--- config.mk ---
export PLATFORM = sky130hd
export DESIGN_NAME = ps2_mouse_packet_decoder
export DESIGN_NICKNAME = d
export VERILOG_FILES = /design/src/rtl/ps2_mouse_packet_decoder.sv
export SDC_FILE = /design/constraint.sdc
export NUM_CORES = 1
export LEC_CHECK = 0
export CORE_MARGIN = 2
export CORE_UTILIZATION = 55
export CTS_CLUSTER_SIZE = 20
export DETAILED_ROUTE_END_ITERATION = 10
export HOLD_SLACK_MARGIN = 0.1
export PLACE_DENSITY = 0.89
export SLEW_MARGIN = 20
export SYNTH_ARGS = -nofsm -noshare
export SYNTH_HDL_FRONTEND = slang
export SYNTH_SLANG_ARGS = --single-unit
--- constraint.sdc ---
create_clock -name clk -period 5.75 [get_ports clk]
set_input_delay 1.725 -clock clk [delete_from_list [all_inputs] [get_ports clk]]
set_output_delay 1.725 -clock clk [all_outputs]
set_load 0.01 [all_outputs]
--- src/rtl/ps2_mouse_packet_decoder.sv ---
// Assembles PS/2 mouse bytes into packets, reports deltas/buttons and keeps a
// clamped absolute cursor. Define MOUSE_WHEEL_EN for 4-byte IntelliMouse packets.
module ps2_mouse_packet_decoder #(
   parameter int TIMEOUT_CYCLES = 100000000,
   parameter int X_W            = 10,
   parameter int Y_W            = 9,
   parameter int X_MAX          = 639,
   parameter int Y_MAX          = 479,
   parameter int X_INIT         = 320,
   parameter int Y_INIT         = 240
) (
   input  logic           clk,
   input  logic           rstn,
   input  logic           byte_valid,
   input  logic [7:0]     byte_data,
   output logic           pkt_valid,
   output logic [8:0]     dx,
   output logic [8:0]     dy,
   output logic [3:0]     dz,
   output logic [2:0]     btn,
   output logic           left_click,
   output logic [1:0]     ovf,
   output logic [X_W-1:0] pos_x,
   output logic [Y_W-1:0] pos_y,
   output logic           sync_err,
   output logic           timeout
);

   localparam int TW = (TIMEOUT_CYCLES > 1) ? $clog2(TIMEOUT_CYCLES) : 1;
   localparam logic [TW-1:0]         T_LAST  = TW'(TIMEOUT_CYCLES - 1);
   localparam logic signed [X_W+1:0] X_MAX_S = (X_W+2)'(X_MAX);
   localparam logic signed [Y_W+1:0] Y_MAX_S = (Y_W+2)'(Y_MAX);

   typedef enum logic [1:0] {
      S_B0 = 2'd0,
      S_B1 = 2'd1,
      S_B2 = 2'd2
`ifdef MOUSE_WHEEL_EN
      , S_B3 = 2'd3
`endif
   } state_t;

   function automatic logic [X_W-1:0] clamp_x(input logic signed [X_W+1:0] v);
      if (v[X_W+1]) begin
         clamp_x = '0;
      end else if (v > X_MAX_S) begin
         clamp_x = X_W'(X_MAX);
      end else begin
         clamp_x = v[X_W-1:0];
      end
   endfunction

   function automatic logic [Y_W-1:0] clamp_y(input logic signed [Y_W+1:0] v);
      if (v[Y_W+1]) begin
         clamp_y = '0;
      end else if (v > Y_MAX_S) begin
         clamp_y = Y_W'(Y_MAX);
      end else begin
         clamp_y = v[Y_W-1:0];
      end
   endfunction

   state_t        state_r, state_nxt_s;
   logic [TW-1:0] timer_r, timer_nxt_s;
   logic          cap0_s, cap1_s, done_s, sync_err_s, timeout_s;
`ifdef MOUSE_WHEEL_EN
   logic          cap2_s;
   logic [7:0]    b2_r;
`endif

   // byte 0 is kept as named fields; its sync bit carries no information
   logic [2:0]    b0_btn_r;
   logic          x_sign_r, y_sign_r, x_ovf_r, y_ovf_r;
   logic [7:0]    b1_r;

   logic [7:0]    b2_s;
   logic [3:0]    dz_s;
   logic [8:0]    dx_s, dy_s;
   logic signed [X_W+1:0] dx_add_s, nx_s;
   logic signed [Y_W+1:0] dy_sub_s, ny_s;
   logic [X_W-1:0] pos_x_nxt_s;
   logic [Y_W-1:0] pos_y_nxt_s;

   logic           pkt_valid_r, left_click_r, sync_err_r, timeout_r;
   logic [8:0]     dx_r, dy_r;
   logic [3:0]     dz_r;
   logic [2:0]     btn_r;
   logic [1:0]     ovf_r;
   logic [X_W-1:0] pos_x_r;
   logic [Y_W-1:0] pos_y_r;

   // packet FSM next-state, inter-byte timer and event decode
   always_comb begin
      state_nxt_s = state_r;
      timer_nxt_s = timer_r;
      cap0_s      = 1'b0;
      cap1_s      = 1'b0;
`ifdef MOUSE_WHEEL_EN
      cap2_s      = 1'b0;
`endif
      done_s      = 1'b0;
      sync_err_s  = 1'b0;
      timeout_s   = 1'b0;
      case (state_r)
         S_B0: begin
            timer_nxt_s = '0;
            if (byte_valid) begin
               if (byte_data[3]) begin
                  cap0_s      = 1'b1;
                  state_nxt_s = S_B1;
               end else begin
                  sync_err_s  = 1'b1;
                  state_nxt_s = S_B0;
               end
            end else begin
               state_nxt_s = S_B0;
            end
         end
         S_B1: begin
            if (byte_valid) begin
               cap1_s      = 1'b1;
               timer_nxt_s = '0;
               state_nxt_s = S_B2;
            end else if (timer_r == T_LAST) begin
               timeout_s   = 1'b1;
               timer_nxt_s = '0;
               state_nxt_s = S_B0;
            end else begin
               timer_nxt_s = timer_r + TW'(1);
            end
         end
         S_B2: begin
            if (byte_valid) begin
               timer_nxt_s = '0;
`ifdef MOUSE_WHEEL_EN
               cap2_s      = 1'b1;
               state_nxt_s = S_B3;
`else
               done_s      = 1'b1;
               state_nxt_s = S_B0;
`endif
            end else if (timer_r == T_LAST) begin
               timeout_s   = 1'b1;
               timer_nxt_s = '0;
               state_nxt_s = S_B0;
            end else begin
               timer_nxt_s = timer_r + TW'(1);
            end
         end
`ifdef MOUSE_WHEEL_EN
         S_B3: begin
            if (byte_valid) begin
               done_s      = 1'b1;
               timer_nxt_s = '0;
               state_nxt_s = S_B0;
            end else if (timer_r == T_LAST) begin
               timeout_s   = 1'b1;
               timer_nxt_s = '0;
               state_nxt_s = S_B0;
            end else begin
               timer_nxt_s = timer_r + TW'(1);
            end
         end
`endif
         default: begin
            state_nxt_s = S_B0;
            timer_nxt_s = '0;
         end
      endcase
   end

   // FSM state and timer registers
   always_ff @(posedge clk or negedge rstn) begin
      if (!rstn) begin
         state_r <= S_B0;
         timer_r <= '0;
      end else begin
         state_r <= state_nxt_s;
         timer_r <= timer_nxt_s;
      end
   end

   // byte capture registers
   always_ff @(posedge clk or negedge rstn) begin
      if (!rstn) begin
         b0_btn_r <= 3'd0;
         x_sign_r <= 1'b0;
         y_sign_r <= 1'b0;
         x_ovf_r  <= 1'b0;
         y_ovf_r  <= 1'b0;
         b1_r     <= 8'd0;
`ifdef MOUSE_WHEEL_EN
         b2_r     <= 8'd0;
`endif
      end else begin
         if (cap0_s) begin
            b0_btn_r <= byte_data[2:0];
            x_sign_r <= byte_data[4];
            y_sign_r <= byte_data[5];
            x_ovf_r  <= byte_data[6];
            y_ovf_r  <= byte_data[7];
         end
         if (cap1_s) begin
            b1_r <= byte_data;
         end
`ifdef MOUSE_WHEEL_EN
         if (cap2_s) begin
            b2_r <= byte_data;
         end
`endif
      end
   end

   // packet fields and next cursor; the final byte is taken straight from byte_data
   always_comb begin
`ifdef MOUSE_WHEEL_EN
      b2_s = b2_r;
      dz_s = byte_data[3:0];
`else
      b2_s = byte_data;
      dz_s = 4'd0;
`endif
      dx_s = {x_sign_r, b1_r};
      dy_s = {y_sign_r, b2_s};
      if (x_ovf_r) begin
         dx_add_s = '0;
      end else begin
         dx_add_s = {{(X_W-7){dx_s[8]}}, dx_s};
      end
      if (y_ovf_r) begin
         dy_sub_s = '0;
      end else begin
         dy_sub_s = {{(Y_W-7){dy_s[8]}}, dy_s};
      end
      nx_s        = $signed({2'b00, pos_x_r}) + dx_add_s;
      ny_s        = $signed({2'b00, pos_y_r}) - dy_sub_s;
      pos_x_nxt_s = clamp_x(nx_s);
      pos_y_nxt_s = clamp_y(ny_s);
   end

   // registered outputs: pulses every cycle, packet fields only on completion
   always_ff @(posedge clk or negedge rstn) begin
      if (!rstn) begin
         pkt_valid_r  <= 1'b0;
         left_click_r <= 1'b0;
         sync_err_r   <= 1'b0;
         timeout_r    <= 1'b0;
         dx_r         <= 9'd0;
         dy_r         <= 9'd0;
         dz_r         <= 4'd0;
         btn_r        <= 3'd0;
         ovf_r        <= 2'd0;
         pos_x_r      <= X_W'(X_INIT);
         pos_y_r      <= Y_W'(Y_INIT);
      end else begin
         pkt_valid_r  <= done_s;
         sync_err_r   <= sync_err_s;
         timeout_r    <= timeout_s;
         left_click_r <= 1'b0;
         if (done_s) begin
            dx_r         <= dx_s;
            dy_r         <= dy_s;
            dz_r         <= dz_s;
            btn_r        <= b0_btn_r;
            ovf_r        <= {y_ovf_r, x_ovf_r};
            left_click_r <= b0_btn_r[0] & ~btn_r[0];
            pos_x_r      <= pos_x_nxt_s;
            pos_y_r      <= pos_y_nxt_s;
         end
      end
   end

   assign pkt_valid  = pkt_valid_r;
   assign left_click = left_click_r;
   assign sync_err   = sync_err_r;
   assign timeout    = timeout_r;
   assign dx         = dx_r;
   assign dy         = dy_r;
   assign dz         = dz_r;
   assign btn        = btn_r;
   assign ovf        = ovf_r;
   assign pos_x      = pos_x_r;
   assign pos_y      = pos_y_r;

endmodule

## After elaboration in Yosys (flattened, before gate mapping)

Index checks and enable logic that the tools add are counted.

- Magnitude comparators: 2
- Eq/ne operators: 3
- $add $sub $neg: 3
- Reductions and logical operators: 2
- Muxes and demuxes: 28
- Bitwise logic cells: 2

Operator list:

| cell | number |
|---|---|
| 2-to-1 mux 27 bit | 3 |
| adder 27 x 1 -> 27 bit, second input constant | 1 |
| equality test 27 bit, second input constant | 1 |
| 2-to-1 mux 10 bit | 2 |
| 2-to-1 mux 9 bit | 2 |
| 2-to-1 mux 1 bit | 14 |
| adder 11 x 12 -> 12 bit | 1 |
| > comparator 12 x 11 -> 1 bit, second input constant | 1 |
| 2-to-1 mux 12 bit | 1 |
| > comparator 11 x 10 -> 1 bit, second input constant | 1 |
| 2-to-1 mux 11 bit | 1 |
| subtractor 10 x 11 -> 11 bit | 1 |
| 2-to-1 mux 2 bit | 4 |
| one-hot mux 2 bit (3 select lines) | 1 |
| equality test 2 x 1 -> 1 bit, second input constant | 1 |
| equality test 2 bit, second input constant | 1 |
| logical NOT 2 bit | 1 |
| OR reduction 2 bit | 1 |
| bitwise AND 1 bit | 1 |
| inverter 1 bit | 1 |

- Output and inout port bits: 50
- Flip-flop bits (word level): 90
- Logic and storage cells: 58
- Input bits: 11

## Depth between registers and ports, before layout

Gate-level depths: netlist of the first run.

- Depth after elaboration: 5
- Mapped depth: 12
- Depth with buffers taken out: 11

## Least setup slack after synthesis of the first run

Ideal clock, no wire load.

- Kind: in2reg
- Start: in byte_data[0]
- End: reg pos_y_r[0] (netlist: pos_y[0])
- Data required time: 5.662 ns
- Cell stages on the path: 11
- Setup time: 0.088 ns
- Buffers on the path: 0
- Path slack: 1.871 ns
- Arrival time: 3.791 ns
- Path through: nor2b_1 ha_1 inv_1 fa_1 a21o_1 a21oi_1 o21ai_0 a2111oi_0 a41o_1 o21ai_1 a22oi_1

- Word-level cells in the longest chain between the ends: 5

RTL lines:

| item | RTL line | RTL |
|---|---|---|
| from (decl) | 15 | `input logic [7:0] byte_data,` |
| 2-to-1 mux 11 bit * | 230 | `if (y_ovf_r) begin` |
| subtractor 10 x 11 -> 11 bit * | 236 | `ny_s = $signed({2'b00, pos_y_r}) - dy_sub_s;` |
| > comparator 11 x 10 -> 1 bit | 56 | `end else if (v > Y_MAX_S) begin` |
| 2-to-1 mux 9 bit | 56 |  |
| 2-to-1 mux 9 bit * | 54 | `if (v[Y_W+1]) begin` |
| to (signal assigned) | 254 | `pos_y_r <= Y_W'(Y_INIT);` |
| to (signal assigned) | 268 | `pos_y_r <= pos_y_nxt_s;` |
| to (decl) | 90 | `logic [Y_W-1:0] pos_y_r;` |

Mark *: on every way between the ends. The rest lies on a longest branch, timed or not.
A chain may end at the register's enable or synchronous reset.

## Worst setup path in the final report of the first run

- Start: in byte_data[0]
- End: reg pos_y_r[8] (netlist: pos_y[8])

Same word-level chain as after synthesis.

==> impl_metrics.env, run 1 <==
export IMPL_end_kind="flop"
export IMPL_drtIter0Drc=157
export IMPL_hpwl_mm=7.532
export IMPL_clock_sinks=90
export IMPL_multi_input_area_um2=2487
export IMPL_critPathArrivalTime_ns=4.75
export IMPL_fmax_mhz=222.8
export IMPL_startpoint="byte_data[0]"
export IMPL_num_antenna_cells=0
export IMPL_postCtsSetupBuffers=0
export IMPL_drt_pass1_iter_count=5
export IMPL_fill_cells=645
export IMPL_fin_util_pct=66.02
export IMPL_grt_usage_pct=22.98
export IMPL_cp_endpoint="pos_y[8]$_DFFE_PN0P_"
export IMPL_setup_violations=0
export IMPL_seqCellArea_um2=2260
export IMPL_worstSetupPathType="in -> reg"
export IMPL_cap_violations=0
export IMPL_hold_viol_final=0
export IMPL_cts_resized=0
export IMPL_ctsHtreeMaxLevel=3
export IMPL_start_util_pct=56.55
export IMPL_ctsRootBufferMaster="clkbuf_8"
export IMPL_yosys_area_share_simple_pct=15.71
export IMPL_ys_seq_elements=90
export IMPL_synthMuxAreaShare_pct=8.720
export IMPL_met2_length_mm=5.521
export IMPL_powerDensity_nw_per_um2=499.5
export IMPL_top_layer_used="met4"
export IMPL_avgSynthCellArea_um2=10.69
export IMPL_rsz0062_at_grt="no"
export IMPL_vias=3687
export IMPL_grt_pass1_wl_mm=17.98
export IMPL_synth_area_um2=4907
export IMPL_worstMarginPinSlew_ns=0.8092
export IMPL_synthCells=459
export IMPL_finalCritPeriodShare_pct=78.07
export IMPL_ff2ff_setup_slack_ns=2.60
export IMPL_synth_edf_count=0
export IMPL_reg2reg_from="x_ovf_r$_DFFE_PN0P_"
export IMPL_dr_wl_met3_um=543
export IMPL_clkSlewWorstSetupHoldPaths_ns=0.08
export IMPL_ys_seq_area_share_pct=46.05
export IMPL_yosys_warnings=0
export IMPL_cp_depth=12
export IMPL_clockBufferDepth=2
export IMPL_critPathRequiredTime_ns=6.01
export IMPL_ys_types=60
export IMPL_core_area_um2=8678
export IMPL_insertion_delay_ns=0.36
export IMPL_drv_slew=0
export IMPL_syn_to_final_growth_pct=16.75
export IMPL_drive_gt1_share_pct=14.51
export IMPL_wl_met1_mm=4.369
export IMPL_die_y_um=98.46
export IMPL_place_area_um2=5523
export IMPL_period_needed_ns=4.489
export IMPL_drc=0
export IMPL_critical_path_slowest_cell="clkdlybuf4s50_1"
export IMPL_regToRegEndpoint="pos_x[2]$_DFFE_PN0P_"
export IMPL_ir_drop_v=0.0001845
export IMPL_max_slew_margin_rel_pct=46.05
export IMPL_drtAntennaViolNets=0
export IMPL_antenna_found_initial=0
export IMPL_synth_flop_cell="dfrtp_1"
export IMPL_drt_wl_total_mm=10.68
export IMPL_grt_pass1_vias=3715
export IMPL_place_gp_congestion=0.8305
export IMPL_cp_num_buf_inv=2
export IMPL_synth_top_cell_area_share_pct=42.84
export IMPL_yosys_area_share_adder_pct=7.445
export IMPL_cpPeakStageDelay_ns=0.53
export IMPL_rows=34
export IMPL_async_flop_share_pct=100.0
export IMPL_cp_top_family="compound AO/OA/AOI/OAI gates"
export IMPL_hold_path_class="reg -> reg"
export IMPL_yosys_area_share_xor_xnor_pct=7.496
export IMPL_cp_start_kind="primary input"
export IMPL_finalSetupTns_ns=0
export IMPL_synth_top_family_by_area="simple AND/OR/NAND/NOR gates"
export IMPL_dieArea_um2=9693
export IMPL_ios=61
export IMPL_synth_area_leaders="dfrtp_1 43%, mux2_2 8.7%, ha_1 6.6%"
export IMPL_synth_top_area_cell="dfrtp_1"
export IMPL_worstPathCellList="clkdlybuf4s50_1 -> nor2b_1 -> ha_1 -> inv_1 -> fa_1 -> a21o_1 -> a21oi_1 -> o21ai_0 -> a2111oi_0 -> a41o_1 -> o21ai_1 -> o22ai_1"
export IMPL_leakage_nw=2.470
export IMPL_outcome="finished clean"
export IMPL_cts_tree="done"
export IMPL_nets=552
export IMPL_synth_compound_area_share_pct=10.96
export IMPL_viasPerCell=5.899
export IMPL_dieWidth_um=98.46
export IMPL_clock_skew_ns=0.009666
export IMPL_grt_overflow_total=0
export IMPL_portBuffers=56
export IMPL_reg2reg_depth=11
export IMPL_cts_buffers=9
export IMPL_holdBufCountCts=0
export IMPL_final_cell_area_um2=5729
export IMPL_wl_per_cell_um=17.08
export IMPL_grt_max_degree=64
export IMPL_critPathMaxFanout=8
cell families (layout without fill, tap and decap cells):
family / Yosys count / count (layout)
AO/OA/AOI/OAI: 74 / 74
XOR/XNOR: 42 / 42
adder cells (fa/ha/maj): 28 / 28
buffers and inverters: 36 / 91
flip-flops: 90 / 90
multiplexers: 38 / 38
other: 1 / 4
AND/OR/NAND/NOR: 150 / 150
stage by stage:
step	hold WS (ns)	setup slack, ns	std cells	power [W]
finish	0.4929	1.261	625	0.002862
global route	0.5063	1.073	625	0.003051
CTS	0.4948	1.300	625	0.002863
detailed placement	0.4826	0.9632	610	0.002392
global placement	0.4669	1.149	610	0.002326
floorplan	0.4500	1.871	462	0.001874
flip-flops by register name (all words and copies together) (netlist names), 2 cells and up:
signal and flops:
timer_r 27, pos_x 10, dx 9, dy 9, pos_y 9, b1_r 8
b0_btn_r 3, btn 3, ovf 2, state_r 2
placed cells by master (no fill, tap or decap), types with 16 or more instances in the layout:
cell / n
nand2_1: 25
mux2_2: 38
nand3_1: 16
xnor2_1: 22
inv_1: 17
nor2_1: 45
a21oi_1: 20
clkdlybuf4s50_1: 55
xor2_1: 20
dfrtp_1: 84
ha_1: 26
cells in the mapped netlist (all sizes together) (2+ instances only):
cell type,count
fa,2
nor2b,15
a21oi,20
mux2,38
clkbuf,9
dfstp,6
nand2b,9
nor3b,2
xnor2,22
o21a,6
nand3b,2
o21ai,9
nor4,2
ha,26
xor2,20
nand4,4
inv,17
a31oi,2
a21o,6
or4b,2
buf,9
o2111ai,2
nor3,8
o31ai,4
o21bai,2
a32oi,5
o32a,7
nand2,26
nor2,46
and3,6
dfrtp,84
nand3,17
and2,8
power breakdown:
part           switching, W  internal (W)
logic              0.000702      0.000726
clock network      0.000220      0.000240
registers          0.000150      0.000824
worst min path at each step:
stage                         start                   end  slack (ns)  depth (start not counted)
2_1_floorplan  timer_r[0]$_DFF_PN0_  timer_r[0]$_DFF_PN0_        0.45                          1
3_3_place_gp     btn[0]$_DFFE_PN0P_  left_click$_DFF_PN0_        0.47                          1
3_5_place_dp   timer_r[0]$_DFF_PN0_  timer_r[0]$_DFF_PN0_        0.48                          1
4_1_cts        timer_r[0]$_DFF_PN0_  timer_r[0]$_DFF_PN0_        0.49                          1
5_1_grt        timer_r[0]$_DFF_PN0_  timer_r[0]$_DFF_PN0_        0.51                          1
6_report         btn[0]$_DFFE_PN0P_  left_click$_DFF_PN0_        0.49                          1
cell type report:
type	instances	share of cell area [%]
flip-flops and latches	90	39.44
clock buffers	9	2.162
well taps	108	2.359
clock inverters	6	1.441
repair buffers	58	10.00
inverters	18	1.179
multi-input cells	336	43.42
per-layer routing:
layer / track usage, % / vias to the layer above
met5: 0 / -
met4: 8.851 / 0
met3: 4.397 / 25
met2: 39.72 / 110
met1: 28.70 / 1846
li1: - / 1706
Note: power is estimated with default switching activity, not from simulation.
==> inputs of run 2 (changes only) <==
--- a/config.mk
+++ b/config.mk
@@ -6,11 +6,11 @@
 export NUM_CORES = 1
 export LEC_CHECK = 0
 export CORE_MARGIN = 2
-export CORE_UTILIZATION = 55
+export CORE_UTILIZATION = 51
 export CTS_CLUSTER_SIZE = 20
 export DETAILED_ROUTE_END_ITERATION = 10
 export HOLD_SLACK_MARGIN = 0.1
-export PLACE_DENSITY = 0.89
+export PLACE_DENSITY = 0.87
 export SLEW_MARGIN = 20
 export SYNTH_ARGS = -nofsm -noshare
 export SYNTH_HDL_FRONTEND = slang
==> constraint.sdc (replaced) <==
create_clock -name clk -period 3.9 [get_ports clk]
set_input_delay 1.17 -clock clk [delete_from_list [all_inputs] [get_ports clk]]
set_output_delay 1.17 -clock clk [all_outputs]
set_load 0.01 [all_outputs]
==> run 2 against run 1 <==
Against the previous run:
- wire length hardly changed
- die area is 7.5% higher
- critical endpoint is now pos_y[1]$_DFFE_PN0P_
- via count is 0.68% lower
- largest cell class unchanged
==> impl_metrics.env, run 2 (synthesis results as in run 1) <==
export IMPL_outcome="finished clean"
export IMPL_startpoint="byte_data[0]"
export IMPL_hpwl_mm=7.824
export IMPL_syn_to_final_growth_pct=18.69
export IMPL_end_kind="flop"
export IMPL_postCtsSetupBuffers=0
export IMPL_rsz0062_at_grt="no"
export IMPL_reg2reg_from="x_ovf_r$_DFFE_PN0P_"
export IMPL_critPathArrivalTime_ns=3.94
export IMPL_max_slew_margin_rel_pct=44.91
export IMPL_place_gp_congestion=0.8983
export IMPL_hold_viol_final=0
export IMPL_critPathMaxFanout=8
export IMPL_start_util_pct=52.86
export IMPL_layout_cells_non_filler=656
export IMPL_critPathRequiredTime_ns=4.18
export IMPL_dieWidth_um=102.1
export IMPL_drc=0
export IMPL_regToRegEndpoint="pos_x[2]$_DFFE_PN0P_"
export IMPL_final_common_cell="dfrtp_1"
export IMPL_vias=3662
export IMPL_leakage_nw=2.511
export IMPL_insertion_delay_ns=0.38
export IMPL_antenna_found_initial=0
export IMPL_rows=35
export IMPL_cap_violations=0
export IMPL_dieArea_um2=10420
export IMPL_drt_wl_total_mm=10.68
export IMPL_ctsRootBufferMaster="clkbuf_8"
export IMPL_finalCritPeriodShare_pct=93.70
export IMPL_fmax_mhz=273.6
export IMPL_grt_usage_pct=22.17
export IMPL_dpl_cell_count=640
export IMPL_drtAntennaViolNets=0
export IMPL_finalSetupTns_ns=0
export IMPL_cp_start_kind="primary input"
export IMPL_clock_skew_ns=0.01448
export IMPL_portBuffers=56
export IMPL_top_register="timer_r"
export IMPL_reg2reg_depth=11
export IMPL_grt_overflow_total=0
export IMPL_ios=61
export IMPL_seqCellArea_um2=2260
export IMPL_place_area_um2=5617
export IMPL_clock_sinks=90
export IMPL_ir_drop_v=0.0002980
export IMPL_clkSlewWorstSetupHoldPaths_ns=0.09
export IMPL_largest_reg_flops=27
export IMPL_viasPerCell=5.582
export IMPL_grt_max_degree=91
export IMPL_nets=561
export IMPL_hold_start="pos_y[4]$_DFFE_PN1P_"
export IMPL_final_cell_mix="84 x dfrtp_1, 55 x clkdlybuf4s50_1, 45 x nor2_1, 38 x mux2_2, 26 x ha_1"
export IMPL_die_y_um=102.1
export IMPL_ff2ff_setup_slack_ns=0.70
export IMPL_drt_pass1_iter_count=5
export IMPL_powerDensity_nw_per_um2=730.2
export IMPL_core_area_um2=9284
export IMPL_setup_violations=0
export IMPL_drtIter0Drc=194
export IMPL_cts_buffers=9
export IMPL_fill_cells=753
export IMPL_worstMarginPinSlew_ns=0.8263
export IMPL_hold_path_class="reg -> reg"
export IMPL_cts_tree="done"
export IMPL_hold_slack_ns=0.4885
export IMPL_grt_pass1_wl_mm=17.86
export IMPL_cp_endpoint="pos_y[1]$_DFFE_PN0P_"
export IMPL_drv_slew=0
export IMPL_final_cell_area_um2=5824
export IMPL_multi_input_area_um2=2489
export IMPL_clockBufferDepth=2
export IMPL_period_needed_ns=3.654
export IMPL_num_antenna_cells=0
export IMPL_ctsHtreeMaxLevel=3
export IMPL_worstSetupPathType="in -> reg"
export IMPL_grt_pass1_vias=3760
export IMPL_drive_gt1_share_pct=16.13
export IMPL_wl_per_cell_um=16.28
==> run 2: final cells by class <==
cell class	instances	area share, %
clock buffers	10	2.363
clock inverters	6	1.117
inverters	18	1.160
multi-input cells	336	42.73
flip-flops and latches	90	38.80
well taps	129	2.771
repair buffers	67	11.06
==> run 2: worst min-delay path by stage <==
| stage | end | cells past startpoint |
|---|---|---|
| 6_report | pos_y[4]$_DFFE_PN1P_ | 2 |
| 5_1_grt | pos_y[4]$_DFFE_PN1P_ | 2 |
| 4_1_cts | pos_y[4]$_DFFE_PN1P_ | 2 |
| 3_5_place_dp | pos_y[4]$_DFFE_PN1P_ | 2 |
| 3_3_place_gp | left_click$_DFF_PN0_ | 1 |
| 2_1_floorplan | timer_r[0]$_DFF_PN0_ | 1 |
==> run 2: critical path, stage by stage <==
cell,delay [ns]
clkdlybuf4s50_1,0.47
nor2b_1,0.14
ha_1,0.18
inv_1,0.06
fa_1,0.39
a21o_1,0.17
a21oi_1,0.18
o21ai_0,0.15
a2111oi_1,0.38
a41o_1,0.16
o21ai_1,0.20
a32oi_1,0.27
==> run 2: per-layer routing <==
metal  vias to the layer above  share of wire [%]  global-route usage [%]
met5                         -                  0                       0
met4                         0                3.7                   10.87
met3                        34                4.2                   4.993
met2                       102                 48                   36.03
met1                      1807                 44                   28.10
li1                       1719                  -                       -
==> run 2: metrics by stage <==
step	utilization [%]	worst slack, ns	power [W]
floorplan	-	0.5757	0.002764
global placement	60.50	-0.0003593	0.003479
detailed placement	60.50	-0.1416	0.003584
CTS	62.68	0.2242	0.004254
global route	62.74	0.03100	0.004546
finish	62.74	0.2455	0.004253
==> run 2: power by group <==
part | switching (W) | internal [W] | total, W
logic | 0.00105 | 0.00111 | 0.00215
registers | 0.000226 | 0.00121 | 0.00144
clock network | 0.000342 | 0.000315 | 0.000657
total | 0.00161 | 0.00264 | 0.00425
==> run 2: what timing repair did <==
item | CTS | global route
hold buffers | 0 | 0
setup endpoints to repair | 0 | 2
endpoints found under the hold margin | 0 | 0
resized for setup | 0 | 1
==> inputs of run 3 (changes only) <==
--- a/config.mk
+++ b/config.mk
@@ -6,11 +6,11 @@
 export NUM_CORES = 1
 export LEC_CHECK = 0
 export CORE_MARGIN = 2
-export CORE_UTILIZATION = 51
+export CORE_UTILIZATION = 25
 export CTS_CLUSTER_SIZE = 20
 export DETAILED_ROUTE_END_ITERATION = 10
 export HOLD_SLACK_MARGIN = 0.1
-export PLACE_DENSITY = 0.87
+export PLACE_DENSITY = 0.54
 export SLEW_MARGIN = 20
 export SYNTH_ARGS = -nofsm -noshare
 export SYNTH_HDL_FRONTEND = slang
==> run 3 against run 2 <==
Against the previous run:
- non-clock buffer count is the same
- global-route usage shrank 10 points
- highest routed layer unchanged
- wire length grew 11%
- sequential share of layout area shrank 1.7 points
- die area grew 99%
- combinational power is essentially flat
- clock skew shrank 0.0081 ns
- sequential power is essentially flat
==> impl_metrics.env, run 3 (synthesis results as in run 1) <==
export IMPL_outcome="finished clean"
export IMPL_holdBufCountCts=0
export IMPL_portBuffers=56
export IMPL_cp_depth=13
export IMPL_grt_util_met3_pct=3.808
export IMPL_finalSetupTns_ns=0
export IMPL_setup_violations=0
export IMPL_hold_start="pos_x[8]$_DFFE_PN1P_"
export IMPL_ctsHtreeMaxLevel=3
export IMPL_place_gp_congestion=0.8602
export IMPL_top_usage_layer="met2"
export IMPL_drtAntennaViolNets=0
export IMPL_vias=3647
export IMPL_reg2reg_from="x_ovf_r$_DFFE_PN0P_"
export IMPL_worstSetupPathType="in -> reg"
export IMPL_wl_per_cell_um=15.04
export IMPL_reg2reg_depth=11
export IMPL_hold_path_class="reg -> reg"
export IMPL_fmax_mhz=273.7
export IMPL_ios=61
export IMPL_dieArea_um2=20760
export IMPL_use_met1_pct=14.83
export IMPL_hold_viol_final=0
export IMPL_critical_path_slowest_cell="clkdlybuf4s50_1"
export IMPL_worstMarginPinSlew_ns=0.7417
export IMPL_cts_tree="done"
export IMPL_grt_pass1_wl_mm=19.29
export IMPL_drv_slew=0
export IMPL_grt_pass1_vias=3719
export IMPL_ctsRootBufferMaster="clkbuf_16"
export IMPL_hold_slack_ns=0.4853
export IMPL_start_util_pct=25.38
export IMPL_leakage_nw=2.551
export IMPL_clock_skew_ns=0.006411
export IMPL_critPathArrivalTime_ns=3.93
export IMPL_nets=561
export IMPL_die_y_um=144.1
export IMPL_clockBufferDepth=2
export IMPL_rsz0062_at_grt="no"
export IMPL_grt_usage_pct=12.09
export IMPL_drtIter0Drc=116
export IMPL_max_slew_margin_rel_pct=50.55
export IMPL_fill_cells=1938
export IMPL_cpPeakStageDelay_ns=0.51
export IMPL_drive_gt1_share_pct=15.97
export IMPL_powerDensity_nw_per_um2=734.1
export IMPL_cp_top_family="compound AO/OA/AOI/OAI gates"
export IMPL_drc=0
export IMPL_final_cell_mix="84 x dfrtp_1, 55 x clkdlybuf4s50_1, 45 x nor2_1, 38 x mux2_2, 26 x ha_1"
export IMPL_min_to="pos_x[8]$_DFFE_PN1P_"
export IMPL_top_register="timer_r"
export IMPL_fin_util_pct=31.46
export IMPL_core_area_um2=19330
export IMPL_finalCritPeriodShare_pct=93.70
export IMPL_drt_pass1_iter_count=4
export IMPL_crit_top_cell="a21oi_1"
export IMPL_multi_input_area_um2=2497
export IMPL_grt_overflow_total=0
export IMPL_final_common_cell="dfrtp_1"
export IMPL_cp_start_kind="primary input"
export IMPL_grt_util_met2_pct=19.70
export IMPL_layout_cells_non_filler=791
export IMPL_clkSlewWorstSetupHoldPaths_ns=0.07
export IMPL_grt_max_degree=55
export IMPL_end_kind="flop"
export IMPL_regToRegEndpoint="pos_x[4]$_DFFE_PN0P_"
export IMPL_antenna_found_initial=0
export IMPL_seqCellArea_um2=2260
export IMPL_dieWidth_um=144.1
export IMPL_viasPerCell=4.611
export IMPL_largest_reg_flops=27
export IMPL_dpl_cell_count=776
export IMPL_p_total_w=0.004465
export IMPL_whs_path_depth=2
export IMPL_ir_drop_v=0.0002479
export IMPL_rows=51
export IMPL_worstPathCellList="clkdlybuf4s50_1 -> nor2b_1 -> ha_1 -> inv_1 -> fa_1 -> a21o_1 -> a21oi_1 -> buf_4 -> o21bai_1 -> a21oi_1 -> xnor2_1 -> nand3_1 -> a32o_1"
export IMPL_critPathMaxFanout=6
export IMPL_critPathRequiredTime_ns=4.18
export IMPL_clock_sinks=90
export IMPL_cts_buffers=9
export IMPL_cp_num_buf_inv=3
export IMPL_ff2ff_setup_slack_ns=0.76
export IMPL_period_needed_ns=3.654
export IMPL_syn_to_final_growth_pct=23.97
export IMPL_hpwl_mm=8.771
export IMPL_insertion_delay_ns=0.34
export IMPL_cap_violations=0
export IMPL_num_antenna_cells=0
export IMPL_drt_wl_total_mm=11.90
run 3: timing repair:
item,CTS,global route
setup endpoints to repair,0,8
gates resized for setup,0,4
setup buffers,0,0
run 3: area by class of cell:
| type | count | share of cell area (%) |
|---|---|---|
| Inverter | 18 | 1.111 |
| Tap cell | 265 | 5.450 |
| Multi-Input combinational cell | 336 | 41.05 |
| Timing Repair Buffer | 67 | 10.53 |
| Clock buffer | 12 | 4.052 |
| Sequential cell | 90 | 37.15 |
| Clock inverter | 3 | 0.6582 |
run 3: metal layers:
metal  part of all wire (%)  wire [um]
met2                     47       5577
met4                    3.0        357
met3                    5.4        645
met1                     45       5313
met5                      0          0
run 3: metrics by stage:
stage	area (um^2)	worst slack, ns
5_1_grt	6083	0.03098
2_1_floorplan	4918	0.5757
3_5_place_dp	5787	-0.2340
4_1_cts	6073	0.1232
3_3_place_gp	5787	-0.1112
6_report	6083	0.2458
run 3: worst max-delay path by stage:
stage / slack (ns) / from / to
finish: 0.25 / byte_data[0] / pos_y[5]$_DFFE_PN1P_
global route: 0.03 / byte_data[0] / pos_y[0]$_DFFE_PN0P_
CTS: 0.12 / byte_data[0] / pos_y[3]$_DFFE_PN0P_
detailed placement: -0.23 / byte_data[0] / pos_y[4]$_DFFE_PN1P_
global placement: -0.11 / byte_data[0] / pos_y[0]$_DFFE_PN0P_
floorplan: 0.58 / byte_data[0] / pos_y[0]$_DFFE_PN0P_
run 3: power by group:
part / switching [W] / internal (W)
Sequential: 0.000230 / 0.00122
Combinational: 0.00104 / 0.00111
Clock: 0.000360 / 0.000509
run 3: tightest hold or removal path: cells and delay by family, from the launching register on:
| kind | cells | cell delay [ns] |
|---|---|---|
| DFF | 1 | 0.38 |
| AOI/OAI and AO/OA | 1 | 0.06 |
| and+or+nand+nor | 1 | 0.05 |
